**src/rtl/bitcell_array_ctrl.sv**
```systemverilog
// rtl/bitcell_array_ctrl.sv - round-robin two-port access sequencer for a NAND-latch bitcell array
`timescale 1ns/1ps
module bitcell_array_ctrl #(
  parameter int WIDTH = 8,
  parameter int AW    = 4
) (
  input  logic                 clk,
  input  logic                 rst_n,
  input  logic                 req0,
  input  logic                 req1,
  input  logic                 we0,
  input  logic                 we1,
  input  logic [AW-1:0]        addr0,
  input  logic [AW-1:0]        addr1,
  input  logic [WIDTH-1:0]     wdata0,
  input  logic [WIDTH-1:0]     wdata1,
  output logic                 ack0,
  output logic                 ack1,
  output logic [WIDTH-1:0]     rdata0,
  output logic [WIDTH-1:0]     rdata1,
  output logic [(2**AW)-1:0]   cell_sel,
  output logic                 cell_we,
  output logic [WIDTH-1:0]     cell_wdata,
  input  logic [WIDTH-1:0]     cell_rdata,
  output logic                 busy
);

  localparam int DEPTH = 2 ** AW;

  typedef enum logic [1:0] {IDLE, SEL, OP, ACK} state_t;

  state_t           state;
  logic             last_grant;
  logic             gnt;
  logic             lat_we;
  logic             win;
  logic [AW-1:0]    win_addr;
  logic [DEPTH-1:0] win_onehot;

  // On a tie the port that did not win last time goes next.
  always_comb begin
    win        = (req0 && req1) ? ~last_grant : req1;
    win_addr   = win ? addr1 : addr0;
    win_onehot = DEPTH'(1) << win_addr;
  end

  always_ff @(posedge clk or negedge rst_n) begin
    if (!rst_n) begin
      state      <= IDLE;
      last_grant <= 1'b1;
      gnt        <= 1'b0;
      lat_we     <= 1'b0;
      cell_sel   <= '0;
      cell_we    <= 1'b0;
      cell_wdata <= '0;
      ack0       <= 1'b0;
      ack1       <= 1'b0;
      rdata0     <= '0;
      rdata1     <= '0;
      busy       <= 1'b0;
    end else begin
      case (state)
        IDLE: begin
          if (req0 || req1) begin
            gnt        <= win;
            last_grant <= win;
            lat_we     <= win ? we1 : we0;
            cell_sel   <= win_onehot;
            cell_wdata <= win ? wdata1 : wdata0;
            busy       <= 1'b1;
            state      <= SEL;
          end
        end
        SEL: begin
          cell_we <= lat_we;
          state   <= OP;
        end
        OP: begin
          // Array word has been selected for a full cycle, so cell_rdata is settled here.
          if (!lat_we) begin
            if (gnt) rdata1 <= cell_rdata;
            else     rdata0 <= cell_rdata;
          end
          if (gnt) ack1 <= 1'b1;
          else     ack0 <= 1'b1;
          cell_sel   <= '0;
          cell_we    <= 1'b0;
          cell_wdata <= '0;
          state      <= ACK;
        end
        ACK: begin
          ack0  <= 1'b0;
          ack1  <= 1'b0;
          busy  <= 1'b0;
          state <= IDLE;
        end
        default: state <= IDLE;
      endcase
    end
  end

endmodule

```
**config.mk**
```make
export PLATFORM = sky130hd
export DESIGN_NAME = bitcell_array_ctrl
export DESIGN_NICKNAME = d
export VERILOG_FILES = /design/src/rtl/bitcell_array_ctrl.sv
export SDC_FILE = /design/constraint.sdc
export NUM_CORES = 1
export LEC_CHECK = 0
export ABC_CLOCK_PERIOD_IN_PS = 5400
export CORE_ASPECT_RATIO = 0.9
export CORE_MARGIN = 4
export CORE_UTILIZATION = 49
export CTS_CLUSTER_SIZE = 24
export DETAILED_ROUTE_END_ITERATION = 8
export GPL_TIMING_DRIVEN = 1
export PLACE_DENSITY = 0.86
export SETUP_SLACK_MARGIN = 0.1
export SLEW_MARGIN = 30
export SYNTH_ARGS = -nofsm -noshare
export SYNTH_HDL_FRONTEND = slang
export SYNTH_SLANG_ARGS = --single-unit
```
**constraint.sdc**
```tcl
create_clock -name clk -period 5.4 [get_ports clk]
set_clock_uncertainty 0.2 [all_clocks]
set_input_delay 0.81 -clock clk [delete_from_list [all_inputs] [get_ports clk]]
set_output_delay 0.81 -clock clk [all_outputs]
set_load 0.02 [all_outputs]
```
After elaboration in Yosys (flattened, before gate mapping)
Cells that the tools add are included.
Operators by class
  reductions and logical operators: 14
  bitwise gates (word level): 3
  shift-type cells: 1
  equal/unequal tests: 6
  mux-type cells: 17
Operator list (number)
  16-bit one-hot mux with 2 select lines: 1
  16-bit 2-to-1 mux: 1
  8-bit 2-to-1 mux: 2
  8-bit one-hot mux with 2 select lines: 1
  1-bit by 4-bit << shifter with 16-bit output (first input constant): 1
  2-bit AND reduction: 5
  1-bit one-hot mux with 2 select lines: 4
  2-bit one-hot mux with 4 select lines: 1
  2-bit nonzero test: 4
  2-bit != test (second input constant): 3
  3-bit AND reduction: 2
  1-bit 2-to-1 mux: 5
  2-bit == test (second input constant): 2
  4-bit 2-to-1 mux: 1
  1-bit inverter: 3
  2-bit by 1-bit == test with 1-bit output (second input constant): 1
  2-bit logical NOT: 1
  2-bit 2-to-1 mux: 1
  1-bit logical AND: 1
  1-bit logical OR: 1
Word-level totals
  output and inout bits: 44
  register bits after elaboration: 49
  word-level logic and storage cells: 53
  input port bits: 38

Longest topological paths before layout
Gate-level depths: netlist of run 1.
  depth after elaboration: 6
  depth in mapped cells: 7
  gate-level depth less buffers: 5

Worst setup path before layout of run 1
No wires, ideal clock.
  path kind: input to register
  from: input req1
  to: register cell_sel[10]
  required time: 5.077 ns
  arrival time: 1.583 ns
  buffers on the path: 2
  library setup time: 0.123 ns
  path slack: 3.494 ns
  stages on the path: 5
  path through: o21ai_1 -> or2_1 -> buf_2 -> buf_2 -> o2bb2ai_1
On the way
  cells in the longest elaborated chain, start to end: 6
  elaborated cells on any way between the ends: 9
  those cells by class: eq/ne: 1; shift: 1; mux: 4; reduce/logical: 3
RTL lines
  from (decl): line 10  | input logic req1,
  1-bit logical AND: line 42  | win = (req0 && req1) ? ~last_grant : req1;
  1-bit 2-to-1 mux: line 42
  4-bit 2-to-1 mux: line 43  | win_addr = win ? addr1 : addr0;
  1-bit by 4-bit << shifter with 16-bit output: line 44  | win_onehot = DEPTH'(1) << win_addr;
  16-bit 2-to-1 mux: line 64  | if (req0 || req1) begin
  16-bit one-hot mux with 2 select lines: line 62  | case (state)
  to (signal assigned): line 68  | cell_sel <= win_onehot;
  to (decl): line 21  | output logic [(2**AW)-1:0] cell_sel,
Several ways; a longest one is shown, not always the timed one. The select of a mux whose other input is x is not followed.
A chain may end at the register's enable or synchronous reset.

Worst setup path in the final report of run 1
  from: input req1
  to: register cell_sel[5]
Same word-level chain as after synthesis.

==> results of run 1 <==
-- logic make-up after synthesis --
family                   synth area share
AND/OR/NAND/NOR                     0.143
adder cells (fa/ha/maj)            0.0201
flip-flops                          0.492
buffers and inverters              0.0421
multiplexers                        0.177
AO/OA/AOI/OAI                       0.126
-- final cells by class --
| type | count | area [um^2] | share of cell area |
|---|---|---|---|
| clock buffer | 6 | 72.6 | 0.0213 |
| clock inverter | 2 | 10.0 | 0.00293 |
| inverter | 4 | 15.0 | 0.00440 |
| multi-input combinational | 128 | 1180 | 0.347 |
| sequential | 49 | 1230 | 0.360 |
| tap | 65 | 81.3 | 0.0238 |
| timing repair buffer | 82 | 823 | 0.241 |
-- sequential cells by signal (all words and copies together), names as in the netlist, 2 cells and up --
register,cells
cell_wdata,8
state,2
rdata0,8
cell_sel,16
rdata1,8
-- where the power goes --
part	switching (mW)	total, mW	internal [mW]
Clock	0.120	0.210	0.0901
Sequential	0.0807	0.578	0.498
Combinational	0.402	0.778	0.376
-- synthesized netlist by cell type (all sizes together) (2+ instances only) --
cell type  number  area (um^2)
o21ai           9         48.8
mux2i          25          250
mux2           17          191
dfrtp          48         1200
nor4bb         12          120
ha              4         50.1
inv             4         15.0
nor4            2         12.5
buf             8         56.3
o2bb2ai        19          166
nor4b           8         70.1
clkbuf          9         33.8
nand4           2         12.5
nand4b          8         70.1
a22o            8         70.1
nand3b          2         15.0
nand2           3         11.3
-- metal layers --
layer | wire (um) | vias up | track usage | share of wire
li1 | - | 909 | - | -
met1 | 2630 | 927 | 0.256 | 0.44
met2 | 2760 | 75 | 0.306 | 0.47
met3 | 453 | 8 | 0.0584 | 0.076
met4 | 80 | 0 | 0.0599 | 0.014
met5 | 0 | - | 0 | 0
-- worst paths after layout --
path,startpoint,endpoint,cells after the start
max in group asynchronous,rst_n,cell_sel[3],1
worst max-delay path,req1,cell_sel[5],5
worst min-delay path,cell_wdata[4],cell_wdata[4],1
worst max register to register,state[1],cell_sel[5],5
min in group asynchronous,rst_n,rdata0[4],1
worst min register to register,cell_wdata[4],cell_wdata[4],1
-- stage by stage --
stage,utilization,instances,hold WS (ns)
2_1_floorplan,-,198,0.304
3_3_place_gp,0.675,327,0.268
3_5_place_dp,0.679,328,0.273
4_1_cts,0.696,336,0.298
5_1_grt,0.697,336,0.314
6_report,0.697,336,0.293
==> metrics.csv, run 1 <==
stage;metric;value;unit
critical_path;cp-end-kind;register;
floorplan;design.core.area;4890;um^2
sta;timing.slew.headroom;0.562;
clock_tree;cts_resized;0;
critical_path;cp_top_family;buffers and inverters;
route;first_iter_violations;141;
clock_tree;cts_tree;done;
synthesis;synth_area;2500;um^2
sta;max_freq;0.398;GHz
synthesis;avgSynthCellArea;12.6;um^2
floorplan;pin_count;82;
clock_tree;h-tree-depth;2;
global_route;grt_pass1_wl;9.61;mm
synthesis;ys_seq_area_frac;0.492;
global_route;grt_antenna_before_repair;0;
synthesis;synth_cell_types;32;
sta;fin_crit_sh;0.465;
power_and_ir_drop;leakagePower;1.37;nW
critical_path;critPathArrivalTime;2.47;ns
place;dp_hpwl;4.06;mm
sta;worst_slew_pin_slew;0.654;ns
power_and_ir_drop;ir_drop;0.360;mV
layout;final_common_cell;clkdlybuf4s50_1;
synthesis;synthArstFlopShare;1.00;
global_route;grt_start_max_net_pins;50;
layout;nFillCells;372;
layout;n_antenna_cell;0;
floorplan;start_util;0.510;
clock_tree;path_clk_slew;0.08;ns
clock_tree;cts.sinks;49;
route;via_count;1919;
floorplan;die_width;83.2;um
synthesis;ys.flop_type;dfrtp_1;
sta;hold_violations;0;
layout;layout_common_cells;80 x clkdlybuf4s50_1, 48 x dfrtp_1, 25 x mux2i_1, 19 x o2bb2ai_1, 12 x nor4bb_1;
place;placed_area;3320;um^2
sta;slew_viol_final;0;
layout;drive_above_1_share;0.0849;
global_route;grtUsageTotal;0.192;
route;drt_first_pass_iters;4;
layout;final_cell_area;3410;um^2
route;wire_per_inst;17.6;um
critical_path;slowest_delay;0.57;ns
clock_tree;numCtsBuffers;5;
floorplan;die-area;6300;um^2
synthesis;synth_edf_count;0;
critical_path;regToRegSetupSlack;3.30;ns
synthesis;syn_inst;198;
critical_path;slowest_stage;clkdlybuf4s50_1;
synthesis;synthesis.nets;240;
worst_hold_path;hold_path.class;register to register;
route;drcViolationCount;0;
clock_tree;cts_root_buf;clkbuf_8;
global_route;grt_pass1_vias;1821;
clock_tree;clk_latency;0.30;ns
place;place.gp.congestion;0.755;
floorplan;placement_rows;24;
floorplan;fp.dieH;75.7;um
critical_path;crit_chain;clkdlybuf4s50_1 > a21boi_4 > buf_8 > mux2i_1 > o2bb2ai_1;
sta;rsz0062_at_grt;false;
layout;synthToLayoutAreaGrowth;36.7;%
sta;setup-violations-final;0;
sta;period_needed;2.51;ns
critical_path;start_kind;input pin;
clock_tree;clockBufferDepth;2;
critical_path;crit_required;5.36;ns
sta;setup_tns;0;ns
layout;nets;312;
route;via_per_inst;5.71;
route;final_antenna_net_count;0;
critical_path;path_class;input pin to register;
sta;setup_ws;2.89;ns
critical_path;critPathBufInv;2;
clock_tree;post_cts_buffers;0;
synthesis;synth-seq-cells;49;
route;drt_wl_total;5.92;mm
place;post-place-ws;2.57;ns
global_route;grt_overflow;0;
critical_path;crit_fanout;16;
outcome;outcome;completed;
place;port_buffers;81;
power_and_ir_drop;power_density;459;nW/um^2
job;drv_cap;0;
power_and_ir_drop;finalPower;1.57;mW
synthesis;yosys_warnings;0;
clock_tree;ctsHoldBuffers;0;
Note: power is estimated with default switching activity, not from simulation.
==> run 2, diff against run 1 <==
--- a/config.mk
+++ b/config.mk
@@ -5,14 +5,14 @@
 export SDC_FILE = /design/constraint.sdc
 export NUM_CORES = 1
 export LEC_CHECK = 0
-export ABC_CLOCK_PERIOD_IN_PS = 5400
+export ABC_CLOCK_PERIOD_IN_PS = 2060
 export CORE_ASPECT_RATIO = 0.9
 export CORE_MARGIN = 4
-export CORE_UTILIZATION = 49
+export CORE_UTILIZATION = 41
 export CTS_CLUSTER_SIZE = 24
 export DETAILED_ROUTE_END_ITERATION = 8
 export GPL_TIMING_DRIVEN = 1
-export PLACE_DENSITY = 0.86
+export PLACE_DENSITY = 0.77
 export SETUP_SLACK_MARGIN = 0.1
 export SLEW_MARGIN = 30
 export SYNTH_ARGS = -nofsm -noshare
==> constraint.sdc (replaced) <==
create_clock -name clk -period 2.06 [get_ports clk]
set_clock_uncertainty 0.2 [all_clocks]
set_input_delay 0.309 -clock clk [delete_from_list [all_inputs] [get_ports clk]]
set_output_delay 0.309 -clock clk [all_outputs]
set_load 0.02 [all_outputs]
==> run 2 against run 1 <==
Core utilization shrank 7.5 points. Sequential power grew to 2.6 times the previous value. Highest routed layer unchanged. First-iteration DRC count decreased by 23%. Largest cell class unchanged. Die area rose by 17%. Critical endpoint unchanged. Register-to-register slack got worse by 3.1 ns. Critical path depth rose by 1. Largest power group unchanged. Clock power rose to 2.6 times the previous value.
==> metrics.csv, run 2 (synthesis gave the netlist of run 1 again) <==
stage;metric;value;unit;change
sta;hold_violations;0;;unchanged
route;wire_per_inst;16.8;um;was 17.6 um
layout;regMostFlops;cell_sel;;unchanged
floorplan;fp.dieH;82.0;um;was 75.7 um
clock_tree;clockBufferDepth;2;;unchanged
place;place.gp.congestion;0.724;;was 0.755
clock_tree;h-tree-depth;2;;unchanged
layout;drive_above_1_share;0.146;;was 0.0849
critical_path;crit_start;state[1];;was req1
critical_path;cp-end-kind;register;;unchanged
sta;worst_slew_pin_slew;0.530;ns;was 0.654 ns
critical_path;crit_fanout;19;;was 16
route;via_count;1985;;was 1,919
global_route;grtUsageTotal;0.166;;was 0.192
layout;layout_common_cells;80 x clkdlybuf4s50_1, 48 x dfrtp_1, 25 x mux2i_1, 19 x o2bb2ai_1, 13 x buf_4;;was 80 x clkdlybuf4s50_1, 48 x dfrtp_1, 25 x mux2i_1, 19 x o2bb2ai_1, 12 x nor4bb_1
global_route;grt_start_max_net_pins;50;;unchanged
floorplan;die_width;90.2;um;was 83.2 um
place;placed_area;3470;um^2;was 3320 um^2
route;final_antenna_net_count;0;;unchanged
sta;setup_tns;0;ns;unchanged
critical_path;worstRegToRegCells;6;;was 5
power_and_ir_drop;power_density;1200;nW/um^2;was 459 nW/um^2
sta;rsz0062_at_grt;false;;unchanged
global_route;grt_overflow;0;;unchanged
outcome;outcome;completed;;unchanged
layout;final_common_cell;clkdlybuf4s50_1;;unchanged
layout;nFillCells;486;;was 372
global_route;grt_pass1_wl;9.96;mm;was 9.61 mm
sta;slew_viol_final;0;;unchanged
clock_tree;cts.sinks;49;;unchanged
layout;synthToLayoutAreaGrowth;44.3;%;was 36.7%
global_route;grtUsageMet1;0.208;;was 0.256
job;drv_cap;0;;unchanged
worst_hold_path;holdPathStages;1;;unchanged
place;post-place-ws;-0.119;ns;was 2.57 ns
route;first_iter_violations;109;;was 141
layout;nets;329;;was 312
clock_tree;path_clk_slew;0.09;ns;was 0.08 ns
floorplan;placement_rows;26;;was 24
floorplan;pin_count;82;;unchanged
clock_tree;cts_tree;done;;unchanged
route;drt_wl_total;6.03;mm;was 5.92 mm
global_route;grt_busiest_layer;met2;;unchanged
critical_path;path_class;register to register;;was input pin to register
critical_path;start_kind;register;;was input pin
place;port_buffers;81;;unchanged
clock_tree;cts_root_buf;clkbuf_8;;unchanged
clock_tree;clk_latency;0.30;ns;about the same
critical_path;critPathArrivalTime;1.88;ns;was 2.47 ns
power_and_ir_drop;ir_drop;0.770;mV;was 0.360 mV
global_route;met3_usage;0.0604;;was 0.0584
sta;fin_crit_sh;0.904;;
route;via_per_inst;5.54;;was 5.71
layout;n_antenna_cell;0;;unchanged
route;drt_first_pass_iters;4;;unchanged
layout;largest_reg_flops;16;;unchanged
floorplan;die-area;7400;um^2;was 6300 um^2
critical_path;crit_path_end;cell_sel[5];;unchanged
floorplan;start_util;0.431;;was 0.510
sta;max_freq;0.537;GHz;
route;drcViolationCount;0;;unchanged
floorplan;design.core.area;5790;um^2;was 4890 um^2
critical_path;crit_required;2.08;ns;was 5.36 ns
global_route;grtUsageMet2;0.277;;was 0.306
sta;setup-violations-final;0;;unchanged
global_route;grt_pass1_vias;2051;;was 1,821
sta;setup_ws;0.198;ns;was 2.89 ns
power_and_ir_drop;finalPower;4.33;mW;was 1.57 mW
critical_path;r2r_start;state[1];;unchanged
layout;final_cell_area;3600;um^2;was 3410 um^2
global_route;grt_antenna_before_repair;0;;unchanged
critical_path;regToRegSetupSlack;0.20;ns;was 3.30 ns
sta;fin_hold_ws;0.290;ns;was 0.293 ns
power_and_ir_drop;leakagePower;1.46;nW;was 1.37 nW
worst_hold_path;hold_path.class;register to register;;unchanged
sta;timing.slew.headroom;0.645;;was 0.562
sta;period_needed;1.86;ns;
critical_path;worstReg2RegEnd;cell_sel[5];;unchanged
clock_tree;numCtsBuffers;5;;unchanged
place;dp_hpwl;4.34;mm;was 4.06 mm
## run 2: how the worst min path moves through the flow
stage                     slack [ns]            end          start
after floorplan                -0.19           ack0          rst_n
after global placement          0.11           ack0          rst_n
after detailed placement        0.11           ack1          rst_n
after CTS                       0.30      rdata0[1]      rdata0[1]
after global routing            0.31  cell_wdata[6]  cell_wdata[6]
final                           0.29      rdata0[1]      rdata0[1]
## run 2: worst max-delay path, stage by stage, from the launching register on
cell	delay [ns]
dfrtp_1	0.41
inv_1	0.14
ha_4	0.18
or3b_4	0.41
o21ai_4	0.12
buf_12	0.19
o2bb2ai_1	0.12
## run 2: routing by layer
layer | part of all wire | routed length, um
met1 | 0.46 | 2770
met2 | 0.46 | 2780
met3 | 0.073 | 442
met4 | 0.0060 | 36
met5 | 0 | 0
## run 2: power breakdown
group          switching, mW  internal (mW)  total [mW]
combinational           1.11           1.16        2.27
sequential             0.220           1.30        1.52
clock                  0.304          0.236       0.540
## run 2: layout make-up
cell class / instances / area, um^2 / area share
Sequential cell: 49 / 1230 / 0.341
Clock buffer: 6 / 72.6 / 0.0202
Multi-Input combinational cell: 128 / 1190 / 0.332
Tap cell: 70 / 87.6 / 0.0243
Inverter: 4 / 15.0 / 0.00417
Timing Repair Buffer: 99 / 993 / 0.276
Clock inverter: 2 / 10.0 / 0.00278
## run 2: stage by stage
step / utilization / std cells
after global placement: 0.599 / 348
after global routing: 0.622 / 358
after detailed placement: 0.599 / 348
final: 0.622 / 358
after CTS: 0.615 / 357
after floorplan: - / 198
## run 2: repair_timing
action | in CTS | in global routing
hold buffers | 1 | 0
endpoints found under the hold margin | 48 | 0
setup buffers | 0 | 1
gates resized for setup | 1 | 4
endpoints found under the setup margin | 17 | 27
==> run 3, diff against run 2 <==
--- a/config.mk
+++ b/config.mk
@@ -9,10 +9,10 @@
 export CORE_ASPECT_RATIO = 0.9
 export CORE_MARGIN = 4
 export CORE_UTILIZATION = 41
-export CTS_CLUSTER_SIZE = 24
+export CTS_CLUSTER_SIZE = 8
 export DETAILED_ROUTE_END_ITERATION = 8
 export GPL_TIMING_DRIVEN = 1
-export PLACE_DENSITY = 0.77
+export PLACE_DENSITY = 0.75
 export SETUP_SLACK_MARGIN = 0.1
 export SLEW_MARGIN = 30
 export SYNTH_ARGS = -nofsm -noshare
==> run 3 against run 2 <==
Sequential cell count stayed put. Sequential power barely moved. Fmax is 2.4% lower. Clock-buffer cell count shrank 1. Combinational power grew 3%. Wire length down 2.1%. Core utilization up 0.19 points. Critical path type unchanged. Largest cell class unchanged.
==> metrics.csv, run 3 (synthesis gave the netlist of run 1 again) <==
stage;metric;value;unit;change
layout;synthToLayoutAreaGrowth;44.7;%;was 44.3%
sta;timing.slew.headroom;0.657;;was 0.645
clock_tree;clk_latency;0.30;ns;about the same
place;place.gp.congestion;0.756;;was 0.724
sta;hold_violations;0;;unchanged
job;drv_cap;0;;unchanged
clock_tree;numCtsBuffers;5;;unchanged
layout;nets;329;;unchanged
floorplan;design.core.area;5790;um^2;unchanged
sta;fin_crit_sh;0.927;;was 0.904
place;place_inst;347;;was 348
route;via_count;1940;;was 1,985
outcome;outcome;completed;;unchanged
place;port_buffers;81;;unchanged
floorplan;die-area;7400;um^2;unchanged
route;final_antenna_net_count;0;;unchanged
sta;setup-violations-final;0;;unchanged
place;dp_hpwl;4.07;mm;was 4.34 mm
critical_path;start_kind;register;;unchanged
power_and_ir_drop;leakagePower;1.46;nW;about the same
clock_tree;cts.sinks;49;;unchanged
route;via_per_inst;5.45;;was 5.54
sta;max_freq;0.524;GHz;was 0.537 GHz
floorplan;pin_count;82;;unchanged
global_route;grt_start_max_net_pins;50;;unchanged
critical_path;crit_fanout;9;;was 19
floorplan;die_width;90.2;um;unchanged
layout;seq_area;1230;um^2;unchanged
sta;rsz0062_at_grt;true;;was false
layout;n_antenna_cell;0;;unchanged
critical_path;cp-end-kind;register;;unchanged
clock_tree;clockBufferDepth;2;;unchanged
floorplan;fp.dieH;82.0;um;unchanged
layout;final_common_cell;clkdlybuf4s50_1;;unchanged
route;wire_per_inst;16.6;um;was 16.8 um
global_route;grtUsageMet2;0.253;;was 0.277
layout;drive_above_1_share;0.147;;was 0.146
global_route;grt_busiest_layer;met2;;unchanged
route;drt_first_pass_iters;4;;unchanged
global_route;grt_overflow;0;;unchanged
power_and_ir_drop;ir_drop;0.678;mV;was 0.770 mV
clock_tree;cts_tree;done;;unchanged
layout;layout_common_cells;80 x clkdlybuf4s50_1, 48 x dfrtp_1, 25 x mux2i_1, 19 x o2bb2ai_1;;was 80 x clkdlybuf4s50_1, 48 x dfrtp_1, 25 x mux2i_1, 19 x o2bb2ai_1, 13 x buf_4
power_and_ir_drop;power_density;1210;nW/um^2;was 1200 nW/um^2
global_route;grt_pass1_wl;9.64;mm;was 9.96 mm
critical_path;path_class;register to register;;unchanged
route;first_iter_violations;174;;was 109
floorplan;placement_rows;26;;unchanged
place;placed_area;3470;um^2;about the same
route;drcViolationCount;0;;unchanged
global_route;grt_pass1_vias;1870;;was 2,051
sta;worst_slew_pin_slew;0.512;ns;was 0.530 ns
layout;multi_input_area;1200;um^2;was 1190 um^2
floorplan;start_util;0.431;;unchanged
critical_path;crit_required;2.08;ns;about the same
critical_path;critPathArrivalTime;1.93;ns;was 1.88 ns
clock_tree;h-tree-depth;2;;unchanged
sta;period_needed;1.91;ns;was 1.86 ns
clock_tree;path_clk_slew;0.09;ns;about the same
global_route;grt_antenna_before_repair;0;;unchanged
layout;final_cell_area;3610;um^2;was 3600 um^2
layout;fin_cells;356;;was 358
clock_tree;cts_root_buf;clkbuf_8;;unchanged
route;drt_wl_total;5.90;mm;was 6.03 mm
worst_hold_path;hold_path.class;register to register;;unchanged
global_route;met3_usage;0.0476;;was 0.0604
global_route;grtUsageTotal;0.161;;was 0.166
global_route;grtUsageMet1;0.220;;was 0.208
layout;largest_reg_flops;16;;unchanged
layout;regMostFlops;cell_sel;;unchanged
layout;nFillCells;484;;was 486
sta;slew_viol_final;0;;unchanged
## run 3: changes by cell type in the layout (fill, tap and decap cells not counted)
cell,delta
ha_2,+1
clkinv_2,-1
buf_4,-1
clkbuf_1,-1
ha_1,-1
clkbuf_16,+1
## run 3: worst paths after layout
| path | start | slack [ns] | cells past startpoint | endpoint |
|---|---|---|---|---|
| setup / recovery | state[1] | 0.15 | 6 | cell_wdata[1] |
| hold / removal | rdata0[1] | 0.29 | 1 | rdata0[1] |
| setup reg to reg | state[1] | 0.15 | 6 | cell_wdata[1] |
| hold reg to reg | rdata0[1] | 0.29 | 1 | rdata0[1] |
| max in group asynchronous | rst_n | 1.06 | 3 | last_grant |
| min in group asynchronous | rst_n | 0.31 | 3 | ack0 |
## run 3: critical path, stage by stage (launching register included)
cell and delay (ns):
dfrtp_1 0.42, inv_1 0.15, ha_4 0.18, or3b_4 0.40
o21ai_4 0.15, clkbuf_16 0.22, o2bb2ai_1 0.10
## run 3: layout make-up
class                           count  share of cell area
Sequential cell                    49               0.340
Multi-Input combinational cell    128               0.331
Timing Repair Buffer               99               0.280
Tap cell                           70              0.0242
Clock buffer                        5              0.0191
Inverter                            4             0.00416
Clock inverter                      1             0.00139
## run 3: power by group
part | switching [mW] | total [mW] | internal [mW]
sequential | 0.209 | 1.51 | 1.30
combinational | 1.13 | 2.34 | 1.21
clock | 0.294 | 0.518 | 0.224
total | 1.63 | 4.37 | 2.74
## run 3: what timing repair did
item	in CTS	in global routing
hold buffers	1	0
gates cloned	0	1
setup endpoints to repair	27	27
gates resized for setup	2	4
buffers inserted	1	0
pin swaps	1	0
endpoints found under the hold margin	48	0
## run 3: stage by stage
| stage | util | hold WS (ns) | worst slack (ns) | power (mW) | TNS, ns |
|---|---|---|---|---|---|
| 6_report | 0.624 | 0.288 | 0.151 | 4.37 | 0 |
| 3_3_place_gp | 0.600 | 0.112 | -0.0529 | 3.67 | -0.958 |
| 4_1_cts | 0.616 | 0.294 | 0.100 | 4.27 | 0 |
| 5_1_grt | 0.624 | 0.311 | 0.0837 | 4.65 | 0 |
| 2_1_floorplan | - | -0.187 | 0.229 | 2.75 | 0 |
| 3_5_place_dp | 0.600 | 0.116 | -0.0828 | 3.72 | -1.32 |
## run 3: layer usage
layer  up-vias  wire length (um)
met5         -                 0
met4         0                75
met3         9               385
met2        55              2590
met1       928              2850
li1        948                 -
